--- config.mk ---
export PLATFORM = sky130hd
export DESIGN_NAME = img_mem_arbiter
export DESIGN_NICKNAME = d
export VERILOG_FILES = /design/src/rtl/img_mem_pkg.sv /design/src/rtl/img_mem_arbiter_rr_pick.sv /design/src/rtl/img_mem_arbiter.sv
export SDC_FILE = /design/constraint.sdc
export NUM_CORES = 1
export LEC_CHECK = 0
export CAP_MARGIN = 20
export CELL_PAD_IN_SITES_DETAIL_PLACEMENT = 1
export CELL_PAD_IN_SITES_GLOBAL_PLACEMENT = 1
export CORE_ASPECT_RATIO = 0.9
export CORE_MARGIN = 2
export CORE_UTILIZATION = 30
export CTS_CLUSTER_SIZE = 12
export DETAILED_ROUTE_END_ITERATION = 12
export PLACE_DENSITY = 0.9
export SYNTH_ARGS = -nofsm -noshare
export SYNTH_HDL_FRONTEND = slang
export SYNTH_HIERARCHICAL = 1
export SYNTH_SLANG_ARGS = --single-unit
--- constraint.sdc ---
create_clock -name clk -period 8.6 [get_ports clk]
set_input_delay 2.58 -clock clk [delete_from_list [all_inputs] [get_ports clk]]
set_output_delay 2.58 -clock clk [all_outputs]
set_load 0.1 [all_outputs]
--- src/rtl/img_mem_pkg.sv ---
// Shared definitions for the image RAM arbiter, the pixel controller and the display reader.
package img_mem_pkg;

    localparam int IMG_ADDR_W = 16;
    localparam int IMG_DATA_W = 8;

    typedef enum logic {
        ST_IDLE = 1'b0,
        ST_BUSY = 1'b1
    } arb_state_e;

endpackage

--- src/rtl/img_mem_arbiter_rr_pick.sv ---
// Combinational round-robin picker: one-hot of the first set request strictly after rr_last, cyclically.
module rr_pick #(
    parameter int N_REQ = 3,
    parameter int IDX_W = 2
) (
    input  logic [N_REQ-1:0] req,
    input  logic [IDX_W-1:0] rr_last,
    output logic [N_REQ-1:0] pick,
    output logic             any
);

    logic [N_REQ-1:0] above;
    logic [N_REQ-1:0] req_hi;
    logic [N_REQ-1:0] cand;

    always_comb begin
        above = '0;
        for (int i = 0; i < N_REQ; i++) begin
            above[i] = (IDX_W'(i) > rr_last);
        end
    end

    // Prefer requesters above rr_last; otherwise wrap to the lowest index.
    assign req_hi = req & above;
    assign cand   = (|req_hi) ? req_hi : req;
    assign pick   = cand & (~cand + N_REQ'(1));
    assign any    = |req;

endmodule

--- src/rtl/img_mem_arbiter.sv ---
// Round-robin arbiter sharing the single-port image RAM; bounded bursts, one beat per cycle,
// read data returned one cycle after the beat.
//
//   state   | meaning
//   --------+---------------------------------------------------------
//   ST_IDLE | no owner, gnt=0; first pending request is picked
//   ST_BUSY | gnt one-hot on owner; beats counted, handover checked
module img_mem_arbiter
    import img_mem_pkg::*;
#(
    parameter int N_REQ     = 3,
    parameter int ADDR_W    = IMG_ADDR_W,
    parameter int DATA_W    = IMG_DATA_W,
    parameter int MAX_BURST = 16
) (
    input  logic                    clk,
    input  logic                    rst,
    input  logic [N_REQ-1:0]        req,
    input  logic [N_REQ-1:0]        we,
    input  logic [N_REQ*ADDR_W-1:0] addr,
    input  logic [N_REQ*DATA_W-1:0] wdata,
    output logic [N_REQ-1:0]        gnt,
    output logic [N_REQ-1:0]        rvalid,
    output logic [DATA_W-1:0]       rdata,
    output logic [ADDR_W-1:0]       mem_addr,
    output logic                    mem_we,
    output logic [DATA_W-1:0]       mem_wdata,
    input  logic [DATA_W-1:0]       mem_rdata
);

    localparam int IDX_W = $clog2(N_REQ);
    localparam int CNT_W = $clog2(MAX_BURST + 1);
    localparam logic [CNT_W-1:0] BURST_LIM = CNT_W'(MAX_BURST);
    localparam logic [IDX_W-1:0] LAST_RST  = IDX_W'(N_REQ - 1);

    arb_state_e        state_q, state_d;
    logic [N_REQ-1:0]  gnt_q, gnt_d;
    logic [CNT_W-1:0]  beat_cnt_q, beat_cnt_d;
    logic [IDX_W-1:0]  rr_last_q, rr_last_d;
    logic [N_REQ-1:0]  rd_owner_q, rd_owner_d;
    logic              rd_pend_q, rd_pend_d;
    logic [ADDR_W-1:0] mem_addr_q, mem_addr_d;
    logic [DATA_W-1:0] mem_wdata_q, mem_wdata_d;

    logic [N_REQ-1:0]  pick_req;
    logic [N_REQ-1:0]  pick;
    logic              pick_any;
    logic [IDX_W-1:0]  pick_idx;
    logic              owner_req;
    logic              accept;
    logic              own_we;
    logic [ADDR_W-1:0] own_addr;
    logic [DATA_W-1:0] own_wdata;
    logic [CNT_W-1:0]  cnt_inc;
    logic              burst_done;

    // While busy the owner is masked out and rr_last equals the owner, so the same
    // picker yields the next requester after the owner with no bubble.
    assign pick_req = (state_q == ST_BUSY) ? (req & ~gnt_q) : req;

    rr_pick #(
        .N_REQ (N_REQ),
        .IDX_W (IDX_W)
    ) u_rr_pick (
        .req     (pick_req),
        .rr_last (rr_last_q),
        .pick    (pick),
        .any     (pick_any)
    );

    always_comb begin
        own_addr  = '0;
        own_wdata = '0;
        own_we    = 1'b0;
        pick_idx  = '0;
        for (int i = 0; i < N_REQ; i++) begin
            if (gnt_q[i]) begin
                own_addr  = addr[i*ADDR_W +: ADDR_W];
                own_wdata = wdata[i*DATA_W +: DATA_W];
                own_we    = we[i];
            end
            if (pick[i]) begin
                pick_idx = IDX_W'(i);
            end
        end
    end

    // A beat in the reset cycle is suppressed so no stray write reaches the RAM.
    assign owner_req  = |(gnt_q & req);
    assign accept     = owner_req & rst;
    assign cnt_inc    = beat_cnt_q + CNT_W'(accept);
    assign burst_done = (cnt_inc == BURST_LIM);

    assign mem_we      = accept & own_we;
    assign mem_addr    = accept ? own_addr  : mem_addr_q;
    assign mem_wdata   = accept ? own_wdata : mem_wdata_q;
    assign mem_addr_d  = mem_addr;
    assign mem_wdata_d = mem_wdata;

    assign rd_pend_d  = accept & ~own_we;
    assign rd_owner_d = gnt_q;

    assign gnt    = gnt_q;
    assign rvalid = rd_owner_q & {N_REQ{rd_pend_q}};
    assign rdata  = mem_rdata;

    always_comb begin
        state_d    = state_q;
        gnt_d      = gnt_q;
        beat_cnt_d = beat_cnt_q;
        rr_last_d  = rr_last_q;
        unique case (state_q)
            ST_IDLE: begin
                if (pick_any) begin
                    state_d    = ST_BUSY;
                    gnt_d      = pick;
                    beat_cnt_d = '0;
                    rr_last_d  = pick_idx;
                end
            end
            ST_BUSY: begin
                if (!owner_req || (burst_done && pick_any)) begin
                    beat_cnt_d = '0;
                    if (pick_any) begin
                        gnt_d     = pick;
                        rr_last_d = pick_idx;
                    end else begin
                        state_d = ST_IDLE;
                        gnt_d   = '0;
                    end
                end else if (burst_done) begin
                    beat_cnt_d = '0;
                end else begin
                    beat_cnt_d = cnt_inc;
                end
            end
            default: begin
                state_d = ST_IDLE;
                gnt_d   = '0;
            end
        endcase
    end

    always_ff @(posedge clk) begin
        if (!rst) begin
            state_q     <= ST_IDLE;
            gnt_q       <= '0;
            beat_cnt_q  <= '0;
            rr_last_q   <= LAST_RST;
            rd_owner_q  <= '0;
            rd_pend_q   <= 1'b0;
            mem_addr_q  <= '0;
            mem_wdata_q <= '0;
        end else begin
            state_q     <= state_d;
            gnt_q       <= gnt_d;
            beat_cnt_q  <= beat_cnt_d;
            rr_last_q   <= rr_last_d;
            rd_owner_q  <= rd_owner_d;
            rd_pend_q   <= rd_pend_d;
            mem_addr_q  <= mem_addr_d;
            mem_wdata_q <= mem_wdata_d;
        end
    end

endmodule
# After elaboration in Yosys (flattened, before gate mapping)
# Index checks and enable logic that the tools add are counted.
# word_totals
word_cells	64
in_bits	88
regBits	39
out_inout_bits	39
# op_classes
reduce_logical	7
magnitude_cmp	3
muxes	29
eq_ne	3
add_sub_neg	2
bitwise	12
# op_table
cell	count
$mux 16	4
$mux 8	4
$and 3x3->3	5
$mux 3	5
$mux 5	3
$pmux 5 s2	1
$reduce_or 3->1	3
$mux 1	6
$mux 2	3
$not 3->3	2
$pmux 3 s2	1
$add 5x1->5	1
$eq 5x5->1 const B	1
$gt 1x2->1 const A	2
$pmux 2 s2	1
$add 3x1->3 const B	1
$and 1x1->1	3
$gt 2x2->1 const A	1
$ne 2x1->1 const B	1
$ne 2x2->1 const B	1
$not 1->1	2
$pmux 1 s2	1
$reduce_and 2->1	1
$logic_and 1x1->1	1
2 further kinds	2

# Depth between registers and ports, before layout
# Gate-level depths: netlist of run 1.
# logic_depth
ltp_word	14
depth_mapped	13

# Hierarchy
# Netlist of run 1, hierarchy kept.
# modules_own_cells
module	area_per_inst_um2	n_inst	cells_per_inst	seq_area_each_um2
img_mem_arbiter	2359.8	1	255	780.7
rr_pick	62.6	1	9	0.0

# Worst setup path after synthesis of run 1
# Ideal clock, no wire load.
# synth_timing
path_kind	input-to-output
from	in req[0]
to	out mem_addr[0]
t_required_ps	6020
t_arrival_ps	4607
cell_stages	5
path_buffers	2
slack_ps	1413
cell_sequence	a222oi_1 nand2b_1 buf_4 buf_6 o31ai_2
# synth_between
elab_chain_cells	4
# synth_lines
element	line_no	source
from (decl)	img_mem_arbiter.sv:18	input logic [N_REQ-1:0] req,
$and 3x3->3	img_mem_arbiter.sv:89	assign owner_req = |(gnt_q & req);
$reduce_or 3->1	img_mem_arbiter.sv:89	
$and 1x1->1	img_mem_arbiter.sv:90	assign accept = owner_req & rst;
$mux 16	img_mem_arbiter.sv:95	assign mem_addr = accept ? own_addr : mem_addr_q;
to (decl)	img_mem_arbiter.sv:25	output logic [ADDR_W-1:0] mem_addr,
# Every way passes these cells.

# Worst setup path after layout of run 1
# layout_timing
from	in req[0]
to	out mem_addr[8]
# The elaborated chain is that of the path after synthesis.

==> impl_metrics.csv, run 1 <==
group,metric,value,unit
global_routing,grt_first_pass_wirelength,12.00,mm
worst_setup_path,timing.critical_path.fanout_max,30,
synthesis,synth_enable_flop_cells,0,
synthesis,synth.top_cells.by_count,"39 x dfxtp_1, 33 x nor2b_1, 32 x and2_1",
placed_design,routabilityCongestion,0.6996,
worst_setup_path,end_kind,"primary output",
global_routing,number_of_global_route_vias_before_repair,2492,
clock_network,cts_tree,"built",
synthesis,yosys.area.top_type,"dfxtp_1",
sta,report.final.setup_viol,0,
die,die_area,8810,um^2
routing,remaining_drc_errors,0,
global_routing,global_route.overflow_total,0,
flow_run,max_cap_violations,0,
worst_setup_path,max_stage_delay,0.66,ns
layout,antennaDiodeCount,0,
sta,post-route-period-util,88.18,%
routing,route.detailed.vias_per_inst,5.022,
layout,syn2layout_area_growth,55.58,%
sta,min_period,7.583,ns
worst_setup_path,critPathArrivalTime,5.00,ns
sta,max_clock_freq,0.1319,GHz
layout,regArea,780.7,um^2
sta,tns,0,ns
layout,post_route_cells_drive_above_1_share,23.53,%
global_routing,antenna_found_initial,0,
routing,post_drt_wl_per_cell,16.68,um
hold_path,min-delay-path-class,"flip-flop to flip-flop",
routing,num_vias,2290,
synthesis,synth_top_cell_area_share,32.23,%
die,design.portCount,127,
clock_network,cts_made_buffers,5,
clock_network,holdBufCountCts,0,
die,row_count,31,
synthesis,syn_nets,354,
layout,finish.net_count,446,
worst_setup_path,start_kind,"primary input",
worst_setup_path,worstSetupPathType,"primary input to primary output",
routing,drt_pass1_iterations,4,
routing,drt.antenna.violating_nets,0,
clock_network,cts.repair_timing.setup_buffer_count,0,
die,floorplan.initialDensity,30.46,%
status,run_status,"complete, no violations",
synthesis,netlist-cell-type-count,40,
routing,first_iter_violations,40,
sta,worst_clock_skew,0.01018,ns
die,die_w,98.72,um
layout,multi_input_area,1439,um^2
worst_setup_path,slowest_stage_cell_crit_path,"nand2b_2",
sta,max_slew.worst_pin.slew,0.9830,ns
global_routing,pin_count_of_the_biggest_net_entering_global_routing,54,
synthesis,synth.ff_latch_count,39,
clock_network,htree_num_levels,2,
power_and_ir_drop,p_leak,1.404,nW
synthesis,seq_area_frac_synth,32.23,%
die,die-height,89.25,um
synthesis,postSynth.asyncResetShare,0,%
power_and_ir_drop,p_total,0.0005421,W
synthesis,synthFlopType,"dfxtp_1",
sta,hold_violations,0,
sta,grt_setup_unrepaired,"no",
synthesis,post_synth_inst_count,264,
placed_design,io_buffer_count,110,
placed_design,placed_cell_area,3636,um^2
sta,max-slew-margin-rel,34.26,%
clock_network,cts_max_path_buffers,2,
placed_design,dpl.hpwl,5.668,mm
sta,maxSlewViolCount,0,
worst_setup_path,cp.required,6.02,ns
clock_network,clk_latency,0.29,ns
synthesis,post_synth_main_area_contributors,"dfxtp_1 32%, o31ai_2 12%, a221oi_1 8.7%, nor2b_1 8.5%, and2_1 8.3%",
layout,finalCoreUtilization,47.40,%
clock_network,clk_pin_slew_worst_paths,0.07,ns
global_routing,gr-usage-all-layers,16.89,%
routing,drt_wl_total,7.608,mm
clock_network,cts.sink_count,39,
layout,fill_count,888,
synthesis,synth.avg_cell_area,9.175,um^2
layout,final_area,3769,um^2
power_and_ir_drop,vdd_drop_max,0.06336,mV
worst_setup_path,crit_chain,"clkdlybuf4s50_1 > a222oi_1 > nand2b_2 > buf_12 > nand2_1 > o31ai_2 > buf_4",
synthesis,synth_area,2422,um^2
synthesis,yosys.cell_count.top_type,"dfxtp_1",
synthesis,yosysWarningCount,6,
clock_network,clock_tree.root_cell,"clkbuf_8",
clock_network,cts_repair_resize_count,0,
power_and_ir_drop,power_density,143.8,nW/um^2
die,core_area,7951,um^2
[layout make-up]
class,count,share of cell area [%]
clock buffers,6,2.191
clock inverters,2,0.9296
inverters,3,0.2988
multi-input cells,192,38.18
flip-flops and latches,39,20.72
well taps,99,3.287
repair buffers,115,34.40
[cells in the final DEF (no fill, tap or decap), types with 2 or more instances in the layout]
| master | Yosys | layout |
|---|---|---|
| nor2_1 | 4 | 4 |
| o21ai_1 | 4 | 4 |
| a21boi_0 | 3 | 3 |
| ha_1 | 2 | 2 |
| nand2_2 | 14 | 14 |
| inv_1 | 2 | 2 |
| a21boi_1 | 2 | 2 |
| nand3_1 | 3 | 3 |
| clkbuf_8 | 0 | 6 |
| buf_4 | 9 | 12 |
| nand2b_1 | 3 | 2 |
| buf_12 | 0 | 17 |
| a22oi_1 | 3 | 3 |
| and2_1 | 32 | 32 |
| nand2_1 | 16 | 16 |
| a221oi_1 | 24 | 24 |
| a21oi_1 | 3 | 3 |
| nor2b_1 | 33 | 32 |
| dfxtp_1 | 39 | 39 |
| clkdlybuf4s50_1 | 0 | 85 |
| o31ai_2 | 24 | 24 |
| o21ai_0 | 5 | 5 |
[per-layer routing]
| layer | share of wire [%] | vias to the layer above | GRT usage, % |
|---|---|---|---|
| li1 | - | 1122 | - |
| met1 | 43 | 1088 | 20.05 |
| met2 | 52 | 73 | 31.60 |
| met3 | 4.7 | 7 | 3.362 |
| met4 | 0.96 | 0 | 4.359 |
| met5 | 0 | - | 0 |
[cells by family after synthesis]
logic type | Yosys count | synth area share, %
simple gates | 112 | 27.94
flops | 39 | 32.23
buf+inv | 33 | 8.574
fa+ha+maj | 2 | 1.033
mux | 2 | 0.8781
compound gates | 75 | 28.98
xor+xnor | 1 | 0.3616
[through the flow]
stage,hold WS [ns],worst slack (ns),cells
final,0.4917,1.017,456
after global routing,0.5408,0.8303,456
after CTS,0.5064,0.9854,455
after detailed placement,0.4941,0.9943,447
after global placement,0.4596,1.144,447
after floorplan,0.4431,1.413,264
[worst paths after layout]
check / startpoint / end / slack [ns] / cells past startpoint
max: req[0] / mem_addr[8] / 1.02 / 7
min: rr_last_q[0] / rr_last_q[0] / 0.49 / 2
max reg2reg: gnt[0] / rr_last_q[1] / 5.26 / 10
min reg2reg: rr_last_q[0] / rr_last_q[0] / 0.49 / 2
[power by group]
part	switching [W]	internal [W]	total (W)	leakage (nW)
Sequential	0.00000399	0.000187	0.000191	0.316
Clock	0.0000641	0.0000939	0.000158	0.0612
Combinational	0.000113	0.0000802	0.000193	1.03
Total	0.000181	0.000361	0.000542	1.40
[critical path, delay by kind of cell]
family / cells / cell delay, ns
AOI/OAI and AO/OA: 2 / 0.58
buffers and inverters: 3 / 1.05
and+or+nand+nor: 2 / 0.76
[registers in the layout (all words and copies together) (netlist names)]
| register | count |
|---|---|
| state_q | 1 |
| gnt | 3 |
| mem_addr_q | 16 |
| beat_cnt_q | 5 |
| mem_wdata_q | 8 |
| rd_pend_q | 1 |
| rr_last_q | 2 |
| rd_owner_q | 3 |
No activity file was read; power rests on OpenSTA's default activity.
==> run 2, diff against run 1 <==
CORE_MARGIN = unset   (was 2)
CORE_UTILIZATION = 28   (was 30)
PLACE_DENSITY = 0.85   (was 0.9)
clock period = 7.5 ns   (was 8.6 ns; I/O delays follow)
==> run 2 against run 1 <==
Cell area increased by 3.0%. Flip-flop and latch count unchanged. Sequential power increased by 17%. Combinational power increased by 17%. Critical path type unchanged.
==> impl_metrics.csv, run 2 (synthesized netlist as in run 1, its figures left out) <==
group,metric,value,unit
layout,finish.net_count,448,
clock_network,cts.repair_timing.setup_buffer_count,0,
flow_run,max_cap_violations,0,
placed_design,routabilityCongestion,0.7381,
clock_network,cts_made_buffers,5,
die,die_area,9028,um^2
sta,min_period,6.658,ns
worst_setup_path,end_kind,"primary output",
layout,regArea,780.7,um^2
worst_setup_path,worstSetupPathType,"primary input to primary output",
placed_design,pre_cts_ws,0.8263,ns
sta,grt_setup_unrepaired,"no",
die,core_area,8223,um^2
layout,instances_no_fill,474,
sta,max_slew.worst_pin.slew,0.9973,ns
clock_network,clock_tree.root_cell,"clkbuf_8",
routing,post_drt_wl_per_cell,16.02,um
layout,largest_register_ff_count,16,
global_routing,gr-usage-all-layers,16.97,%
clock_network,holdBufCountCts,0,
layout,post_route_cells_drive_above_1_share,23.40,%
placed_design,io_buffer_count,110,
clock_network,clk_latency,0.29,ns
worst_setup_path,cp.required,5.25,ns
clock_network,cts.sink_count,39,
sta,maxSlewViolCount,0,
hold_path,min_delay_path_depth,2,
layout,antennaDiodeCount,0,
worst_setup_path,critPathTopFamily,"buffers and inverters",
placed_design,total_instance_count_after_detailed_placement,465,
worst_setup_path,timing.critical_path.fanout_max,20,
routing,first_iter_violations,69,
layout,mostFrequentLayoutCells,"85 x clkdlybuf4s50_1, 39 x dfxtp_1, 32 x and2_1, 32 x nor2b_1, 26 x buf_12",
routing,drt_pass1_iterations,4,
sta,worst_clock_skew,0.006324,ns
layout,final_common_cell,"clkdlybuf4s50_1",
routing,drt_wl_total,7.592,mm
clock_network,clk_pin_slew_worst_paths,0.07,ns
routing,num_vias,2298,
worst_setup_path,critical_path_buf_inv_count,3,
layout,reg_top3,"mem_addr_q (16), mem_wdata_q (8), beat_cnt_q (5)",
layout,top_register,"mem_addr_q",
clock_network,htree_num_levels,2,
layout,syn2layout_area_growth,60.18,%
sta,final_worst_setup_slack,0.8424,ns
sta,max_clock_freq,0.1502,GHz
clock_network,cts_repair_resize_count,0,
layout,multi_input_area,1439,um^2
global_routing,antenna_found_initial,0,
die,design.portCount,127,
routing,remaining_drc_errors,0,
worst_setup_path,timing.critical_path.depth,7,
power_and_ir_drop,cellInternalPower,0.0003789,W
power_and_ir_drop,p_total,0.0005847,W
placed_design,dpl.hpwl,5.836,mm
power_and_ir_drop,power_density,150.7,nW/um^2
global_routing,global_route.overflow_total,0,
power_and_ir_drop,p_leak,1.418,nW
sta,post-route-period-util,88.77,%
die,floorplan.initialDensity,29.46,%
worst_setup_path,slowest_stage_cell_crit_path,"nand2b_2",
worst_setup_path,reg2reg_depth,11,
status,run_status,"complete, no violations",
global_routing,number_of_global_route_vias_before_repair,2440,
worst_setup_path,crit_chain,"clkdlybuf4s50_1 > a222oi_1 > nand2b_2 > buf_4 > nand2_2 > o31ai_2 > buf_12",
routing,route.detailed.vias_per_inst,4.848,
power_and_ir_drop,share_comb_of_total_power,38.5,%
routing,drt.antenna.violating_nets,0,
hold_path,min-delay-path-class,"flip-flop to flip-flop",
global_routing,grt_first_pass_wirelength,12.13,mm
power_and_ir_drop,vdd_drop_max,0.07587,mV
clock_network,cts_tree,"built",
worst_setup_path,max_stage_delay,0.62,ns
die,die_w,100.0,um
worst_setup_path,critPathArrivalTime,4.41,ns
sta,tns,0,ns
die,die-height,90.24,um
sta,hold_violations,0,
power_and_ir_drop,sw_frac_of_total,35.20,%
power_and_ir_drop,power_frac_seq,38.1,%
worst_setup_path,start_kind,"primary input",
sta,max-slew-margin-rel,33.31,%
clock_network,cts_max_path_buffers,2,
layout,fill_count,931,
power_and_ir_drop,clock_power_share,23.4,%
global_routing,pin_count_of_the_biggest_net_entering_global_routing,40,
die,row_count,31,
sta,report.final.setup_viol,0,
power_and_ir_drop,switchingPower,0.0002058,W
run 2: area by class of cell:
type,instances,share of cell area (%)
multi-input combinational,192,37.08
timing repair buffer,117,36.70
sequential,39,20.12
tap,115,3.708
clock buffer,7,1.967
inverter,3,0.2902
clock inverter,1,0.1290
run 2: worst min-delay path, cell delays in order (launching register included):
cell     delay, ns
dfxtp_1       0.33
nand2_1       0.06
mux2i_1       0.06
run 2: per-stage QoR:
stage	area [um^2]	utilization [%]	hold slack [ns]
4_1_cts	3865	47.00	0.5009
6_report	3880	47.19	0.4984
3_5_place_dp	3784	46.01	0.4885
3_3_place_gp	3784	46.01	0.4662
5_1_grt	3880	47.19	0.5342
2_1_floorplan	2422	-	0.4431
run 2: power by group through the flow:
stage	logic (W)	clock network, W	registers [W]
global placement	0.000221	0	0.000227
floorplan	0.000147	0	0.000233
CTS	0.000226	0.000143	0.000223
finish	0.000225	0.000137	0.000223
global route	0.000237	0.000149	0.000224
detailed placement	0.000226	0	0.000228
run 2: metal layers:
layer	share of wire, %	global-route usage, %
met5	0	0
met3	5.0	3.655
met4	0.61	3.744
met1	42	19.65
met2	52	31.49
run 2: final timing paths:
kind,end,slack (ns),start
worst max-delay path,mem_addr[3],0.84,req[0]
worst min-delay path,rr_last_q[0],0.50,rr_last_q[0]
worst max register to register,rr_last_q[1],3.91,gnt[1]
worst min register to register,rr_last_q[0],0.50,rr_last_q[0]
==> run 3, diff against run 2 <==
CORE_MARGIN = 3   (was unset)
==> run 3 against run 2 <==
Flip-flop and latch count stayed put. Die area is 8.6% higher. Clock power is 27% higher. Sequential share of layout area is 0.065 points lower. First-iteration DRC count is 45% higher. Global-route usage is 1.9 points lower. Largest power group unchanged.
==> impl_metrics.csv, run 3 (synthesized netlist as in run 1, its figures left out) <==
group,metric,value,unit
worst_setup_path,critical_path.startpoint,"req[0]",
die,row_count,31,
global_routing,grt_first_pass_wirelength,12.10,mm
layout,antennaDiodeCount,0,
flow_run,max_cap_violations,0,
worst_setup_path,end_kind,"primary output",
clock_network,holdBufCountCts,0,
global_routing,global_route.overflow_total,0,
sta,maxSlewViolCount,0,
sta,max_clock_freq,0.1577,GHz
clock_network,cts.sink_count,39,
routing,num_vias,2302,
die,design.portCount,127,
placed_design,dpl.hpwl,5.650,mm
layout,reg_top3,"mem_addr_q (16), mem_wdata_q (8), beat_cnt_q (5)",
layout,largest_register_ff_count,16,
die,floorplan.initialDensity,29.46,%
routing,drt_pass1_iterations,4,
routing,drt_wl_total,7.558,mm
placed_design,io_buffer_count,110,
die,die-height,94.24,um
clock_network,htree_num_levels,2,
sta,post-route-period-util,84.55,%
sta,grt_setup_unrepaired,"no",
global_routing,number_of_global_route_vias_before_repair,2518,
clock_network,cts_repair_resize_count,0,
die,core_area,8223,um^2
sta,report.final.setup_viol,0,
global_routing,gr-usage-all-layers,15.06,%
placed_design,pre_cts_ws,1.142,ns
layout,final_common_cell,"clkdlybuf4s50_1",
routing,route.detailed.vias_per_inst,4.877,
layout,mostFrequentLayoutCells,"85 x clkdlybuf4s50_1, 39 x dfxtp_1, 32 x and2_1, 32 x nor2b_1, 26 x buf_12",
sta,hold_violations,0,
routing,first_iter_violations,100,
sta,worst_clock_skew,0.01142,ns
routing,post_drt_wl_per_cell,16.01,um
die,die_w,104.0,um
layout,instances_no_fill,472,
clock_network,cts_tree,"built",
placed_design,routabilityCongestion,0.7421,
sta,final_worst_setup_slack,1.159,ns
global_routing,antenna_found_initial,0,
routing,remaining_drc_errors,0,
power_and_ir_drop,vdd_drop_max,0.07069,mV
hold_path,worstHoldStart,"rr_last_q[0]",
sta,tns,0,ns
power_and_ir_drop,p_leak,1.424,nW
sta,max_slew.worst_pin.slew,0.9923,ns
routing,drt.antenna.violating_nets,0,
status,run_status,"complete, no violations",
clock_network,cts.repair_timing.setup_buffer_count,0,
worst_setup_path,regToRegStartpoint,"gnt[0]",
hold_path,min-delay-path-class,"flip-flop to flip-flop",
layout,syn2layout_area_growth,60.69,%
power_and_ir_drop,power_density,159.3,nW/um^2
clock_network,clock_tree.root_cell,"clkbuf_8",
worst_setup_path,timing.critical_path.fanout_max,50,
sta,min_period,6.341,ns
sta,finalHoldWorstSlack,0.4848,ns
worst_setup_path,worstSetupPathType,"primary input to primary output",
clock_network,cts_made_buffers,5,
worst_setup_path,cp.required,5.25,ns
worst_setup_path,start_kind,"primary input",
placed_design,total_instance_count_after_detailed_placement,463,
clock_network,clk_latency,0.29,ns
clock_network,clk_pin_slew_worst_paths,0.08,ns
layout,top_register,"mem_addr_q",
die,die_area,9805,um^2
sta,max-slew-margin-rel,33.64,%
layout,post_route_cells_drive_above_1_share,23.53,%
clock_network,cts_max_path_buffers,2,
global_routing,pin_count_of_the_biggest_net_entering_global_routing,53,
worst_setup_path,critPathArrivalTime,4.09,ns
layout,finish.net_count,446,
-- run 3: changes by cell type in the layout (fill, tap and decap cells not counted) --
cell       delta
buf_4         -2
clkbuf_1      -2
buf_6         +1
buf_8         -1
bufinv_16     +1
clkinv_4      +1
-- run 3: cell type report --
type / instances / area (um^2)
clock inverter: 3 / 43.79
tap: 115 / 143.9
clock buffer: 5 / 68.82
fill: 929 / 4330
multi-input combinational: 192 / 1439
timing repair buffer: 115 / 1405
inverter: 3 / 11.26
sequential: 39 / 780.7
-- run 3: path summary, 6_finish.rpt --
check                                     to  slack, ns  cells after the start
worst max-delay path             mem_addr[5]       1.16                      7
worst min-delay path            rr_last_q[0]       0.48                      2
worst max register to register  rr_last_q[1]       4.32                     11
worst min register to register  rr_last_q[0]       0.48                      2
-- run 3: critical path, cell delays in order --
cell	delay [ns]
clkdlybuf4s50_1	0.41
a222oi_1	0.41
nand2b_2	0.22
buf_12	0.29
nand2_1	0.13
o31ai_2	0.12
buf_12	0.23
-- run 3: routing by layer --
layer	routed length, um	vias to the layer above	global-route usage [%]	share of wire [%]
met3	428	6	4.192	5.7
met1	3154	1108	16.34	42
li1	-	1120	-	-
met4	76	0	3.987	1.0
met2	3898	68	28.84	52
met5	0	-	0	0
-- run 3: report_power, final --
| group | internal (W) | switching, W |
|---|---|---|
| clock | 0.0000991 | 0.0000752 |
| combinational | 0.0000974 | 0.000129 |
| sequential | 0.000215 | 0.00000502 |
-- run 3: metrics by stage --
stage	util (%)	area (um^2)	total power, W
final	47.34	3892	0.0006201
after floorplan	-	2422	0.0003799
after CTS	47.20	3881	0.0006296
after global placement	45.83	3769	0.0004471
after global routing	47.34	3892	0.0006517
after detailed placement	45.83	3769	0.0004523
